==> config.mk <==
export PLATFORM = sky130hd
export DESIGN_NAME = cpu16_seq
export DESIGN_NICKNAME = d
export VERILOG_FILES = /design/src/rtl/cpu16_pkg.sv /design/src/rtl/cpu16_regfile.sv /design/src/rtl/cpu16_seq.sv
export SDC_FILE = /design/constraint.sdc
export NUM_CORES = 1
export LEC_CHECK = 0
export ABC_AREA = 0
export CAP_MARGIN = 25
export CORE_MARGIN = 5
export CORE_UTILIZATION = 46
export CTS_CLUSTER_SIZE = 8
export DETAILED_ROUTE_END_ITERATION = 10
export PLACE_DENSITY = 0.73
export SYNTH_ARGS = -nofsm -noshare
export SYNTH_HDL_FRONTEND = slang
export SYNTH_SLANG_ARGS = --single-unit
==> constraint.sdc <==
create_clock -name CK -period 2.4 [get_ports CK]
set_input_delay 0.48 -clock CK [delete_from_list [all_inputs] [get_ports CK]]
set_output_delay 0.48 -clock CK [all_outputs]
set_load 0.02 [all_outputs]
==> src/rtl/cpu16_pkg.sv <==
// cpu16_pkg
// Shared definitions for the 16-bit CPU sequencer slice: instruction field
// positions, opcode and ALU function encodings, the sequencer state enum, the
// ALU select bundle, and small decode helpers used by the sequencer.
// No ports (package).

package cpu16_pkg;

  // Instruction word field positions
  localparam int OP_MSB  = 15;
  localparam int OP_LSB  = 12;
  localparam int RA_MSB  = 11;
  localparam int RA_LSB  = 8;
  localparam int FN_MSB  = 7;
  localparam int FN_LSB  = 4;
  localparam int RB_MSB  = 3;
  localparam int RB_LSB  = 0;
  localparam int IMM_MSB = 7;
  localparam int IMM_LSB = 0;

  // Opcodes
  localparam logic [3:0] OP_ALU = 4'b0000;
  localparam logic [3:0] OP_LDI = 4'b0001;

  // ALU function field encodings
  localparam logic [3:0] FN_ADD = 4'b1010;
  localparam logic [3:0] FN_SUB = 4'b0010;
  localparam logic [3:0] FN_AND = 4'b1100;
  localparam logic [3:0] FN_OR  = 4'b1110;
  localparam logic [3:0] FN_XOR = 4'b1101;
  localparam logic [3:0] FN_NOT = 4'b1011;

  typedef enum logic [1:0] {
    IDLE  = 2'd0,
    READ  = 2'd1,
    EXEC  = 2'd2,
    WRITE = 2'd3
  } state_t;

  // Function selects as driven to the external ALU
  typedef struct packed {
    logic sub;
    logic fas;
    logic andSel;
    logic orSel;
    logic xorSel;
    logic notSel;
  } sel_t;

  // An instruction is legal if it is an LDI, or an ALU op with a known function
  function automatic logic isLegal(input logic [15:0] ir);
    logic ok;
    ok = 1'b0;
    case (ir[OP_MSB:OP_LSB])
      OP_LDI: ok = 1'b1;
      OP_ALU: begin
        case (ir[FN_MSB:FN_LSB])
          FN_ADD, FN_SUB, FN_AND, FN_OR, FN_XOR, FN_NOT: ok = 1'b1;
          default: ok = 1'b0;
        endcase
      end
      default: ok = 1'b0;
    endcase
    return ok;
  endfunction

  // Subtraction reuses the adder path, so SUB raises both FAS and SUB
  function automatic sel_t decodeSel(input logic [15:0] ir);
    sel_t s;
    s = '0;
    if (ir[OP_MSB:OP_LSB] == OP_ALU) begin
      case (ir[FN_MSB:FN_LSB])
        FN_ADD: s.fas = 1'b1;
        FN_SUB: begin
          s.fas = 1'b1;
          s.sub = 1'b1;
        end
        FN_AND: s.andSel = 1'b1;
        FN_OR:  s.orSel  = 1'b1;
        FN_XOR: s.xorSel = 1'b1;
        FN_NOT: s.notSel = 1'b1;
        default: s = '0;
      endcase
    end
    return s;
  endfunction

endpackage

==> src/rtl/cpu16_regfile.sv <==
// cpu16_regfile
// 16 x DATA_W register file: asynchronous clear on reset, one synchronous
// write port, three combinational read ports (operand A, operand B, debug).
// Ports:
//   clk_i, rst_ni          clock (rising edge), async active-low clear
//   we_i, wa_i, wd_i       write enable / address / data
//   raA_i/rdA_o            operand A read
//   raB_i/rdB_o            operand B read
//   raDbg_i/rdDbg_o        debug read

module cpu16_regfile #(
  parameter int DATA_W = 16
) (
  input  logic              clk_i,
  input  logic              rst_ni,
  input  logic              we_i,
  input  logic [3:0]        wa_i,
  input  logic [DATA_W-1:0] wd_i,
  input  logic [3:0]        raA_i,
  output logic [DATA_W-1:0] rdA_o,
  input  logic [3:0]        raB_i,
  output logic [DATA_W-1:0] rdB_o,
  input  logic [3:0]        raDbg_i,
  output logic [DATA_W-1:0] rdDbg_o
);

  logic [DATA_W-1:0] rf_q [16];

  // Every entry is writable; there is no hardwired zero register
  always_ff @(posedge clk_i or negedge rst_ni) begin
    if (!rst_ni) begin
      for (int i = 0; i < 16; i++) begin
        rf_q[i] <= '0;
      end
    end else if (we_i) begin
      rf_q[wa_i] <= wd_i;
    end
  end

  // Reads return the stored value, so a register being written shows its old
  // contents until the write edge
  assign rdA_o   = rf_q[raA_i];
  assign rdB_o   = rf_q[raB_i];
  assign rdDbg_o = rf_q[raDbg_i];

endmodule

==> src/rtl/cpu16_seq.sv <==
// cpu16_seq
// Four-state instruction sequencer (IDLE -> READ -> EXEC -> WRITE) that
// accepts one instruction per handshake, reads two operands from the register
// file into the ALU operand latches, drives the ALU function selects, captures
// the ALU result (or the LDI immediate) and writes it back.
// Ports:
//   CK, RST_N              clock (rising edge), async active-low reset
//   IR_VALID/IR_READY, IR  instruction handshake and word
//   ALU_A, ALU_B           operand latches to the external ALU
//   S_SUB..S_NOT           ALU function selects (only non-zero in EXEC)
//   ALU_R                  combinational ALU result
//   BUSY                   high outside IDLE
//   ILLEGAL                one-cycle pulse when an undefined instruction is dropped
//   DBG_N/DBG_D            debug register read

module cpu16_seq
  import cpu16_pkg::*;
#(
  parameter int DATA_W   = 16,
  parameter bit LDI_SEXT = 1'b1
) (
  input  logic              CK,
  input  logic              RST_N,
  input  logic              IR_VALID,
  output logic              IR_READY,
  input  logic [15:0]       IR,
  output logic [DATA_W-1:0] ALU_A,
  output logic [DATA_W-1:0] ALU_B,
  output logic              S_SUB,
  output logic              S_FAS,
  output logic              S_AND,
  output logic              S_OR,
  output logic              S_XOR,
  output logic              S_NOT,
  input  logic [DATA_W-1:0] ALU_R,
  output logic              BUSY,
  output logic              ILLEGAL,
  input  logic [3:0]        DBG_N,
  output logic [DATA_W-1:0] DBG_D
);

  state_t            state_q;
  logic [15:0]       ir_q;
  logic [DATA_W-1:0] aluA_q;
  logic [DATA_W-1:0] aluB_q;
  logic [DATA_W-1:0] res_q;
  logic [DATA_W-1:0] res_d;
  sel_t              sel_q;
  logic              illegal_q;

  logic [DATA_W-1:0] rdA;
  logic [DATA_W-1:0] rdB;
  logic [DATA_W-1:0] ldiImm;

  cpu16_regfile #(.DATA_W(DATA_W)) u_regfile (
    .clk_i   (CK),
    .rst_ni  (RST_N),
    .we_i    (state_q == WRITE),
    .wa_i    (ir_q[RA_MSB:RA_LSB]),
    .wd_i    (res_q),
    .raA_i   (ir_q[RA_MSB:RA_LSB]),
    .rdA_o   (rdA),
    .raB_i   (ir_q[RB_MSB:RB_LSB]),
    .rdB_o   (rdB),
    .raDbg_i (DBG_N),
    .rdDbg_o (DBG_D)
  );

  always_comb begin
    if (LDI_SEXT) begin
      ldiImm = {{(DATA_W-8){ir_q[IMM_MSB]}}, ir_q[IMM_MSB:IMM_LSB]};
    end else begin
      ldiImm = {{(DATA_W-8){1'b0}}, ir_q[IMM_MSB:IMM_LSB]};
    end
  end

  assign res_d = (ir_q[OP_MSB:OP_LSB] == OP_LDI) ? ldiImm : ALU_R;

  // Legality is decided at accept time so ILLEGAL comes straight from a flop
  // during READ. Selects and ILLEGAL default to 0 each cycle, which makes the
  // selects live only in EXEC and ILLEGAL a single-cycle pulse.
  always_ff @(posedge CK or negedge RST_N) begin
    if (!RST_N) begin
      state_q   <= IDLE;
      ir_q      <= '0;
      aluA_q    <= '0;
      aluB_q    <= '0;
      res_q     <= '0;
      sel_q     <= '0;
      illegal_q <= 1'b0;
    end else begin
      sel_q     <= '0;
      illegal_q <= 1'b0;
      case (state_q)
        IDLE: begin
          if (IR_VALID) begin
            ir_q      <= IR;
            illegal_q <= ~isLegal(IR);
            state_q   <= READ;
          end
        end
        READ: begin
          aluA_q <= rdA;
          aluB_q <= rdB;
          if (illegal_q) begin
            state_q <= IDLE;
          end else begin
            sel_q   <= decodeSel(ir_q);
            state_q <= EXEC;
          end
        end
        EXEC: begin
          res_q   <= res_d;
          state_q <= WRITE;
        end
        WRITE: begin
          state_q <= IDLE;
        end
        default: state_q <= IDLE;
      endcase
    end
  end

  assign IR_READY = (state_q == IDLE);
  assign BUSY     = (state_q != IDLE);
  assign ILLEGAL  = illegal_q;
  assign ALU_A    = aluA_q;
  assign ALU_B    = aluB_q;
  assign S_SUB    = sel_q.sub;
  assign S_FAS    = sel_q.fas;
  assign S_AND    = sel_q.andSel;
  assign S_OR     = sel_q.orSel;
  assign S_XOR    = sel_q.xorSel;
  assign S_NOT    = sel_q.notSel;

endmodule
# Word-level counts from Yosys, hierarchy flattened
# Cells that the tools add are included.
# op_classes
n_lt_le_gt_ge,4
n_bitwise,4
n_eq_ne,18
reduce_logical,8
mux,31
# ops
op,n
bitwise mux 256 bit,1
binary-select mux 16 bit (select 4 bit),3
2-to-1 mux 16 bit,8
demux 16 bit (select 4 bit),1
equality test 4 bit (second input constant),10
2-to-1 mux 6 bit,3
greater-or-equal comparator 5 bit (second input constant),3
inverter 4 -> 5 bit,3
2-to-1 mux 1 bit,11
equality test 4 x 1 -> 1 bit (second input constant),2
equality test 4 x 2 -> 1 bit (second input constant),2
zero test 4 bit,2
one-hot mux 2 bit (4 select lines),1
OR reduction 6 bit,1
less-than comparator 5 x 1 -> 1 bit (second input constant),1
equality test 2 bit (second input constant),2
2-to-1 mux 2 bit,2
equality test 2 x 1 -> 1 bit (second input constant),1
zero test 2 bit,1
!= test 2 bit (second input constant),1
one-hot mux 1 bit (2 select lines),1
AND reduction 2 bit,1
nonzero test 2 bit,1
OR reduction 2 bit,1
2 further kinds,2
# totals
in_bits,39
elab_cells,93
out_inout_bits,57
register_bits,329

# Logic depth before layout (Yosys ltp)
# Gate-level depths: netlist (run 1).
# logic_depth
depth_word,9
depth_mapped,7
depth_no_buf,4

# By module
# Synthesis (run 1) repeated with hierarchy kept, for this count alone.
# hier_totals
cells_unflattened,1198
hier_area_um2,18062.3
# by_module_without_submodules
mod,area_per_inst_um2,n_inst,cells_each,seq_area_each_um2
cpu16_regfile,15162.0,1,985,6406.1
cpu16_seq,2900.3,1,213,1826.8

# Worst setup path after synthesis (run 1)
# No wires, ideal clock.
# synth_path
path_type,input to output
from,input DBG_N[1]
to,output DBG_D[0]
slack_ns,0.032
t_required_ns,1.920
t_arrival_ns,1.888
cell_stages,4
path_cell_list,clkbuf_2 buf_1 mux4_2 mux4_2
# synth_via
elab_chain_cells,4
# synth_lines
item,line_no,source
from (decl),cpu16_seq.sv:38,"input logic [3:0] DBG_N,"
inverter 4 -> 5 bit (implied by the code),cpu16_regfile.sv:44,assign rdDbg_o = rf_q[raDbg_i];
binary-select mux 16 bit (select 4 bit),cpu16_regfile.sv:44,
2-to-1 mux 16 bit (implied by the code) (2 in a row),cpu16_regfile.sv:44,
to (decl),cpu16_seq.sv:39,output logic [DATA_W-1:0] DBG_D
# Every way passes these cells. The select of a mux whose other input is x is not followed.

# Worst setup path after layout (run 1)
# layout_path
from,register u_regfile.rf_q[206] (netlist name)
to,output DBG_D[14]
# layout_via
elab_chain_cells,3
# layout_lines
item,line_no,source
from (decl),cpu16_regfile.sv:27,logic [DATA_W-1:0] rf_q [16];
"from (signal, indexed assignment)",cpu16_regfile.sv:36,rf_q[wa_i] <= wd_i;
binary-select mux 16 bit (select 4 bit),cpu16_regfile.sv:44,
2-to-1 mux 16 bit (implied by the code) (2 in a row),cpu16_regfile.sv:44,
# Every way passes these cells. The select of a mux whose other input is x is not followed.

==> results of run 1 <==
cell families (layout without fill, tap and decap cells):
family          Yosys count  count (layout)  share of synthesized area
simple gates            206             206                     0.0572
buf+inv                 131             496                     0.0382
flops                   329             329                      0.443
compound gates          157             157                     0.0545
mux                     600             600                      0.408
layout make-up:
type	instances	area, µm²	area share
clock buffer	52	1220	0.0513
tap	525	657	0.0277
clock inverter	3	33.8	0.00143
inverter	1	3.75	0.000158
timing repair buffer	440	3860	0.163
multi-input combinational	963	9680	0.409
sequential	329	8250	0.348
how the worst max path moves through the flow:
stage / start / to / slack, ns / depth (start not counted)
floorplan: DBG_N[1] / DBG_D[0] / 0.03 / 4
global placement: DBG_N[0] / DBG_D[15] / -0.61 / 5
detailed placement: DBG_N[0] / DBG_D[4] / -0.65 / 5
CTS: u_regfile.rf_q[199] / DBG_D[7] / -0.27 / 3
global route: u_regfile.rf_q[135] / DBG_D[7] / -0.28 / 3
finish: u_regfile.rf_q[206] / DBG_D[14] / -0.23 / 3
per-stage QoR:
stage               TNS, ns  utilization  setup WS (ns)
floorplan                 0            -         0.0322
global placement      -9.32        0.557         -0.611
detailed placement    -9.74        0.557         -0.652
CTS                   -3.51        0.592         -0.267
global route          -3.82        0.594         -0.281
finish                -3.17        0.594         -0.229
power groups by stage:
stage	clock (mW)	combinational, mW	sequential [mW]
4_1_cts	6.01	16.6	10.3
2_1_floorplan	0	9.46	9.81
3_5_place_dp	0	16.3	10.3
3_3_place_gp	0	15.9	10.3
6_report	5.94	16.9	10.4
5_1_grt	6.26	17.9	10.6
worst max-delay path, delay by kind of cell, from the launching register on:
| family | cells | cell delay, ns |
|---|---|---|
| flip-flops | 1 | 0.40 |
| multiplexers | 2 | 1.01 |
| buffers and inverters | 1 | 0.16 |
timing repair:
action                     CTS  global route
buffers inserted             8             8
hold buffers                 1             0
gates resized for setup    107             2
setup endpoints to repair   18            17
hold endpoints to repair    57             0
gates cloned                 2             0
pin swaps                    0             0
registers in the layout, indices dropped and copies added (netlist names), named ones only:
name / cells
S_NOT: 1
ALU_B: 16
S_OR: 1
state_q: 1
S_SUB: 1
u_regfile.rf_q: 256
S_FAS: 1
ILLEGAL: 1
S_AND: 1
ir_q: 16
S_XOR: 1
ALU_A: 16
res_q: 16
cell usage in the layout (no fill, tap or decap), types with 2 or more instances in the layout:
master,Yosys,final
a22oi_1,48,48
mux2i_1,232,232
and2_1,4,4
a21oi_1,25,25
nand4_1,16,16
nand3_1,36,36
buf_16,0,4
clkbuf_1,53,4
dfrtp_4,0,3
dfrtp_1,329,324
nand2_1,68,68
nor2_2,9,11
buf_12,0,17
o21ai_0,33,33
a221oi_1,16,16
nor2_1,24,22
clkbuf_16,0,48
nor3_1,22,22
buf_4,31,323
nor2b_2,0,2
nand4_2,2,2
dfrtp_2,0,2
nand3b_1,2,2
nand2b_1,5,4
a21boi_0,2,2
mux2_4,10,10
mux4_2,96,96
buf_6,7,17
clkdlybuf4s50_1,0,74
mux2_2,262,262
o22ai_1,32,32
routing by layer:
metal | up-vias | GRT usage
li1 | 6131 | -
met1 | 7468 | 0.358
met2 | 758 | 0.443
met3 | 208 | 0.0648
met4 | 0 | 0.130
met5 | - | 0
==> flow_summary.toml, run 1 <==
[global_route]
grt-ovfl-total = 0
antenna_found_initial = 0
grt_first_pass_wirelength_mm = 94.6
grt_use_total = 0.277
first_global_vias = 15400
grt_max_degree = 69

[worst_hold_path]
hold_class = "in -> async"

[detailed_routing]
vias_per_cell = 6.30
drc = 0
top_layer = "met4"
firstDrtPassIters = 5
via_count = 14600
routed-wl-met3_mm = 4.92
met2WireLength_mm = 29.2
drtIter0Drc = 1371
wirelength_mm = 61.6
ant_nets = 0
m1WireLength_mm = 24.4
routedWlPerCell_um = 26.6

[timing]
fin_hold_ws_ns = 0.470
setup_viol = 16
finalCritPeriodShare = 1.10
drv_slew = 0
rsz0062_at_grt = "yes"
fmax_mhz = 380
relSlewSlack = 0.522
hold_viol = 0
timing.final.ws_setup_ns = -0.229
worst_clock_skew_ns = 0.0274
tightestPinTransition_ns = 0.718
finalCriticalPeriod_ns = 2.63

[logic_synthesis]
netlist_area_um2 = 18600
synth_common_cells = "329 x dfrtp_1, 262 x mux2_2, 232 x mux2i_1, 96 x mux4_2, 68 x nand2_1"
synth.most_common_cell = "dfrtp_1"
synth-edff-count = 0
syn_nets = 1462
yosysWarnings = 0
synthCells = 1423
yosys.area.top_type = "dfrtp_1"
syn_area_per_cell_um2 = 13.1
ys.flop_type = "dfrtp_1"
ys_seq_area_frac = 0.443
synth.ff_latch_count = 329
async_reset_ff_frac = 1.00
synth_area_leaders = "dfrtp_1 44%, mux2_2 16%, mux2i_1 12%"
yosysUniqueCellTypes = 45
synth_top_area_frac = 0.443

[power_and_ir_drop]
powerDensity_nw_per_um2 = 1400
netSwitchingFraction = 0.391
ir_drop_v = 0.000734
clkPwrFrac = 0.179
p_seq_frac = 0.313
p_total_mw = 33.2
leakage_nw = 11.1
power.switching_mw = 13.0
p_comb_frac = 0.508
p_int_mw = 20.2

[final_layout]
finish.instance_area_um2 = 23700
fin_nets = 1821
syn2layout_area_growth_pct = 27.4
antenna_cells = 0
layout.cells.non_filler = 2313
fillers = 3076
layout-drive-gt1-share = 0.455

[placed_design]
io_buffers = 95
gp_congestion = 0.932
placed_cells = 2239
dpl.hpwl_mm = 40.2
place_area_um2 = 22200

[floorplan]
die_h_um = 211
die_x_um = 211
dieArea_um2 = 44600
num_io_pins = 96
core_um2 = 39900
initial_core_util = 0.466
num_rows = 73

[outcome]
violations = "negative setup slack"
status = "finished with violations"

[clock_tree]
tritoncts = "built"
htreeDepth = 2
clk_pin_slew_worst_paths_ns = 0.06
cts_root_buf = "clkbuf_16"
clockBufferDepth = 3
cts_buffers = 47
clock_latency_ns = 0.59
clock-sinks = 329

[worst_setup_path]
crit_type = "reg -> out"
reg2reg_to = "ALU_A[1]"
cpMostUsedCell = "mux4_2"
r2r_cells = 4
cp_cell_sequence = "mux4_2 > mux4_2 > buf_6"
arrival_ns = 2.15
required_ns = 1.92
r2r_slack_ns = 0.12
worstReg2RegStart = "ir_q[8]"
cp_max_fo = 2
crit_path_end_kind = "primary output"
crit_slowest_cell = "mux4_2"
cpPeakStageDelay_ns = 0.53
setup.worst_path.start_class = "flip-flop"

[flow_run]
drv_cap = 0
Power figures use the tool's default switching activity.
==> run 2: changes to the inputs <==
--- a/config.mk
+++ b/config.mk
@@ -9,6 +9,7 @@
 export CAP_MARGIN = 25
 export CORE_MARGIN = 5
 export CORE_UTILIZATION = 46
+export CTS_BUF_LIST = sky130_fd_sc_hd__clkbuf_16
 export CTS_CLUSTER_SIZE = 8
 export DETAILED_ROUTE_END_ITERATION = 10
 export PLACE_DENSITY = 0.73
==> constraint.sdc (replaced) <==
create_clock -name CK -period 3.2 [get_ports CK]
set_input_delay 0.64 -clock CK [delete_from_list [all_inputs] [get_ports CK]]
set_output_delay 0.64 -clock CK [all_outputs]
set_load 0.02 [all_outputs]
==> flow_summary.toml, run 2 (synthesis results as in run 1) <==
[detailed_routing]
wirelength_mm = 56.5
via_count = 13500
ant_nets = 0
routedWlPerCell_um = 27.7
drc = 0
drtIter0Drc = 1377
firstDrtPassIters = 5
vias_per_cell = 6.63

[clock_tree]
tritoncts = "built"
holdBufCountCts = 0
cts_buffers = 47
clock_latency_ns = 0.55
postCtsSetupRepairBufs = 0
clock-sinks = 329
clk_pin_slew_worst_paths_ns = 0.05
clockBufferDepth = 3
htreeDepth = 2
cts_root_buf = "clkbuf_16"

[worst_setup_path]
setup.worst_path.start_class = "input port"
required_ns = 2.56
r2r_slack_ns = 0.66
arrival_ns = 2.53
r2r_cells = 5
crit_type = "in -> out"
crit_path_start = "DBG_N[0]"
cp_max_fo = 31
crit_path_end_kind = "primary output"
worstReg2RegStart = "ir_q[9]"
reg2reg_to = "u_regfile.rf_q[93]"
endpoint = "DBG_D[15]"

[global_route]
grt_use_total = 0.253
grt-ovfl-total = 0
grt_first_pass_wirelength_mm = 87.2
first_global_vias = 14000
grt_max_degree = 89
antenna_found_initial = 0

[floorplan]
dieArea_um2 = 44600
initial_core_util = 0.466
die_x_um = 211
die_h_um = 211
num_io_pins = 96
core_um2 = 39900
num_rows = 73

[timing]
hold_viol = 0
tightestPinTransition_ns = 0.959
setup_viol = 0
finalCritPeriodShare = 0.989
timing.final.ws_setup_ns = 0.0349
relSlewSlack = 0.359
drv_slew = 0
fmax_mhz = 316
worst_clock_skew_ns = 0.0226
tns_ns = 0
rsz0062_at_grt = "no"
finalCriticalPeriod_ns = 3.17

[final_layout]
antenna_cells = 0
syn2layout_area_growth_pct = 15.7
regArea_um2 = 8240
top_register = "u_regfile.rf_q"
fin_nets = 1550
largest_reg_flops = 256
final_common_cell = "dfrtp_1"
fillers = 3166
layout_common_cells = "326 x dfrtp_1, 262 x mux2_2, 232 x mux2i_1"
multiInputGateArea_um2 = 9680
layout-drive-gt1-share = 0.346
layout.cells.non_filler = 2040

[placed_design]
place_worst_setup_slack_ns = -0.183
io_buffers = 95
placed_cells = 1987
dpl.hpwl_mm = 36.7
gp_congestion = 0.899

[power_and_ir_drop]
powerDensity_nw_per_um2 = 1040
ir_drop_v = 0.000508
leakage_nw = 9.70

[worst_hold_path]
hold_class = "in -> async"

[flow_run]
drv_cap = 0

[outcome]
status = "complete, no violations"
run 2: cell count changes in the layout (fill, tap and decap cells not counted), sizes merged, moves of 2 or more:
cell	change
buf	-286
clkbuf	-3
clkdlybuf4s15	+3
clkdlybuf4s50	+2
dlygate4sd2	+12
inv	+2
run 2: routing by layer:
| metal | GRT usage | vias to the layer above | routed length [µm] |
|---|---|---|---|
| met5 | 0 | - | 0 |
| met4 | 0.118 | 0 | 2790 |
| met3 | 0.0579 | 202 | 5240 |
| met2 | 0.387 | 822 | 26000 |
| met1 | 0.344 | 6928 | 22500 |
| li1 | - | 5573 | - |
run 2: repair_timing:
item / in CTS / in global routing
resized for setup: 18 / 3
setup endpoints to repair: 16 / 3
hold endpoints to repair: 0 / 0
run 2: worst max-delay path, cell delays in order:
cell and delay, ns:
buf_4 0.15, buf_16 0.24, mux4_2 0.55, mux4_2 0.54, clkdlybuf4s15_1 0.36
run 2: worst min-delay path by stage:
stage,end,from,depth (start not counted),slack (ns)
3_3_place_gp,ALU_B[3],ALU_B[3],2,0.48
3_5_place_dp,ALU_B[1],ALU_B[1],2,0.49
5_1_grt,ir_q[0],RST_N,1,0.14
4_1_cts,ir_q[0],RST_N,1,0.13
2_1_floorplan,ALU_A[0],RST_N,0,0.34
6_report,ir_q[2],RST_N,1,0.09
run 2: final cells by class:
cell class,instances,area share
clock buffer,49,0.0570
clock inverter,4,0.000930
inverter,1,0.000174
multi-input combinational,963,0.450
sequential,329,0.383
tap,525,0.0305
timing repair buffer,169,0.0791
run 2: where the power goes:
group	internal, mW	total [mW]	switching, mW	leakage [nW]
registers	5.90	8.61	2.71	4.31
logic	4.86	9.41	4.56	4.77
clock network	2.66	4.41	1.75	0.624
run 2: metrics by stage:
stage	hold slack [ns]	util	total power, mW	area [µm²]
CTS	0.129	0.539	22.3	21500
global route	0.142	0.539	23.5	21500
floorplan	0.344	-	14.5	18600
detailed placement	0.486	0.508	17.9	20300
finish	0.0943	0.539	22.4	21500
global placement	0.482	0.508	17.6	20300
==> run 3: changes to the inputs <==
--- a/config.mk
+++ b/config.mk
@@ -9,7 +9,6 @@
 export CAP_MARGIN = 25
 export CORE_MARGIN = 5
 export CORE_UTILIZATION = 46
-export CTS_BUF_LIST = sky130_fd_sc_hd__clkbuf_16
 export CTS_CLUSTER_SIZE = 8
 export DETAILED_ROUTE_END_ITERATION = 10
 export PLACE_DENSITY = 0.73
==> flow_summary.toml, run 3 (synthesis results as in run 1) <==
[detailed_routing]
wirelength_mm = 56.4
ant_nets = 0
drtIter0Drc = 1377
vias_per_cell = 6.61
via_count = 13500
drc = 0
firstDrtPassIters = 5
routedWlPerCell_um = 27.7

[clock_tree]
clk_pin_slew_worst_paths_ns = 0.05
tritoncts = "built"
postCtsSetupRepairBufs = 0
clockBufferDepth = 3
clock-sinks = 329
cts_buffers = 47
clock_latency_ns = 0.55
cts_root_buf = "clkbuf_16"
htreeDepth = 2
holdBufCountCts = 0

[floorplan]
initial_core_util = 0.466
num_io_pins = 96
dieArea_um2 = 44600
die_x_um = 211
die_h_um = 211
num_rows = 73
core_um2 = 39900

[global_route]
grt_first_pass_wirelength_mm = 87.2
grt_max_degree = 89
grt-ovfl-total = 0
first_global_vias = 14000
antenna_found_initial = 0
grt_use_total = 0.253

[final_layout]
layout_common_cells = "326 x dfrtp_1, 262 x mux2_2, 232 x mux2i_1"
antenna_cells = 0
syn2layout_area_growth_pct = 15.7
final_common_cell = "dfrtp_1"
top_register = "u_regfile.rf_q"
layout-drive-gt1-share = 0.346
largest_reg_flops = 256
fillers = 3166
fin_nets = 1550

[timing]
drv_slew = 0
fin_hold_ws_ns = 0.0948
fmax_mhz = 316
finalCriticalPeriod_ns = 3.16
relSlewSlack = 0.362
setup_viol = 0
tightestPinTransition_ns = 0.955
rsz0062_at_grt = "no"
finalCritPeriodShare = 0.989
hold_viol = 0
worst_clock_skew_ns = 0.0228

[worst_setup_path]
crit_type = "in -> out"
crit_path_end_kind = "primary output"
required_ns = 2.56
arrival_ns = 2.52
crit_path_start = "DBG_N[0]"
cp_max_fo = 31
worstReg2RegStart = "ir_q[9]"
setup.worst_path.start_class = "input port"

[power_and_ir_drop]
leakage_nw = 9.69
ir_drop_v = 0.000509
powerDensity_nw_per_um2 = 1040
p_total_mw = 22.4

[placed_design]
dpl.hpwl_mm = 36.7
gp_congestion = 0.899
io_buffers = 95

[worst_hold_path]
hold_class = "in -> async"

[flow_run]
drv_cap = 0

[outcome]
status = "complete, no violations"
## run 3: final cells by class
class | instances | area, µm² | area share
flip-flops and latches | 329 | 8240 | 0.383
inverters | 1 | 3.75 | 0.000174
repair buffers | 169 | 1700 | 0.0791
clock inverters | 1 | 8.76 | 0.000407
multi-input cells | 963 | 9680 | 0.450
well taps | 525 | 657 | 0.0305
clock buffers | 52 | 1240 | 0.0575
## run 3: power by group
part	internal (mW)	switching, mW	leakage, nW	total, mW
Sequential	5.90	2.71	4.31	8.61
Clock	2.67	1.75	0.611	4.42
Combinational	4.86	4.55	4.77	9.41
## run 3: final timing paths
kind | slack [ns] | cells after the start | endpoint
setup reg to reg | 0.67 | 4 | ALU_A[13]
setup / recovery | 0.04 | 5 | DBG_D[15]
max in group asynchronous | 2.21 | 2 | u_regfile.rf_q[135]
min in group CK | 0.49 | 2 | ALU_B[1]
hold reg to reg | 0.49 | 2 | ALU_B[1]
hold / removal | 0.09 | 1 | ir_q[0]
## run 3: stage by stage
stage | setup slack (ns) | cells | utilization | setup TNS, ns | area (µm²)
4_1_cts | 0.0147 | 2040 | 0.539 | 0 | 21500
3_5_place_dp | -0.183 | 1987 | 0.508 | -2.24 | 20300
3_3_place_gp | -0.159 | 1987 | 0.508 | -1.88 | 20300
6_report | 0.0361 | 2040 | 0.539 | 0 | 21500
2_1_floorplan | 0.512 | 1423 | - | 0 | 18600
5_1_grt | 0.0110 | 2040 | 0.539 | 0 | 21500
## run 3: layer usage
metal | part of all wire | wire [µm] | GRT usage
met5 | 0 | 0 | 0
met4 | 0.051 | 2870 | 0.118
met3 | 0.091 | 5150 | 0.0579
met2 | 0.46 | 25900 | 0.387
met1 | 0.40 | 22500 | 0.344
## run 3: critical path, cell delays in order
cell	delay, ns
buf_4	0.15
buf_16	0.24
mux4_2	0.55
mux4_2	0.54
clkdlybuf4s15_1	0.36
## run 3: timing repair
item                                    4_1_cts  5_1_grt
pin swaps                                     0        0
resized for setup                            18        3
cloned                                        0        0
endpoints found under the setup margin       16        3
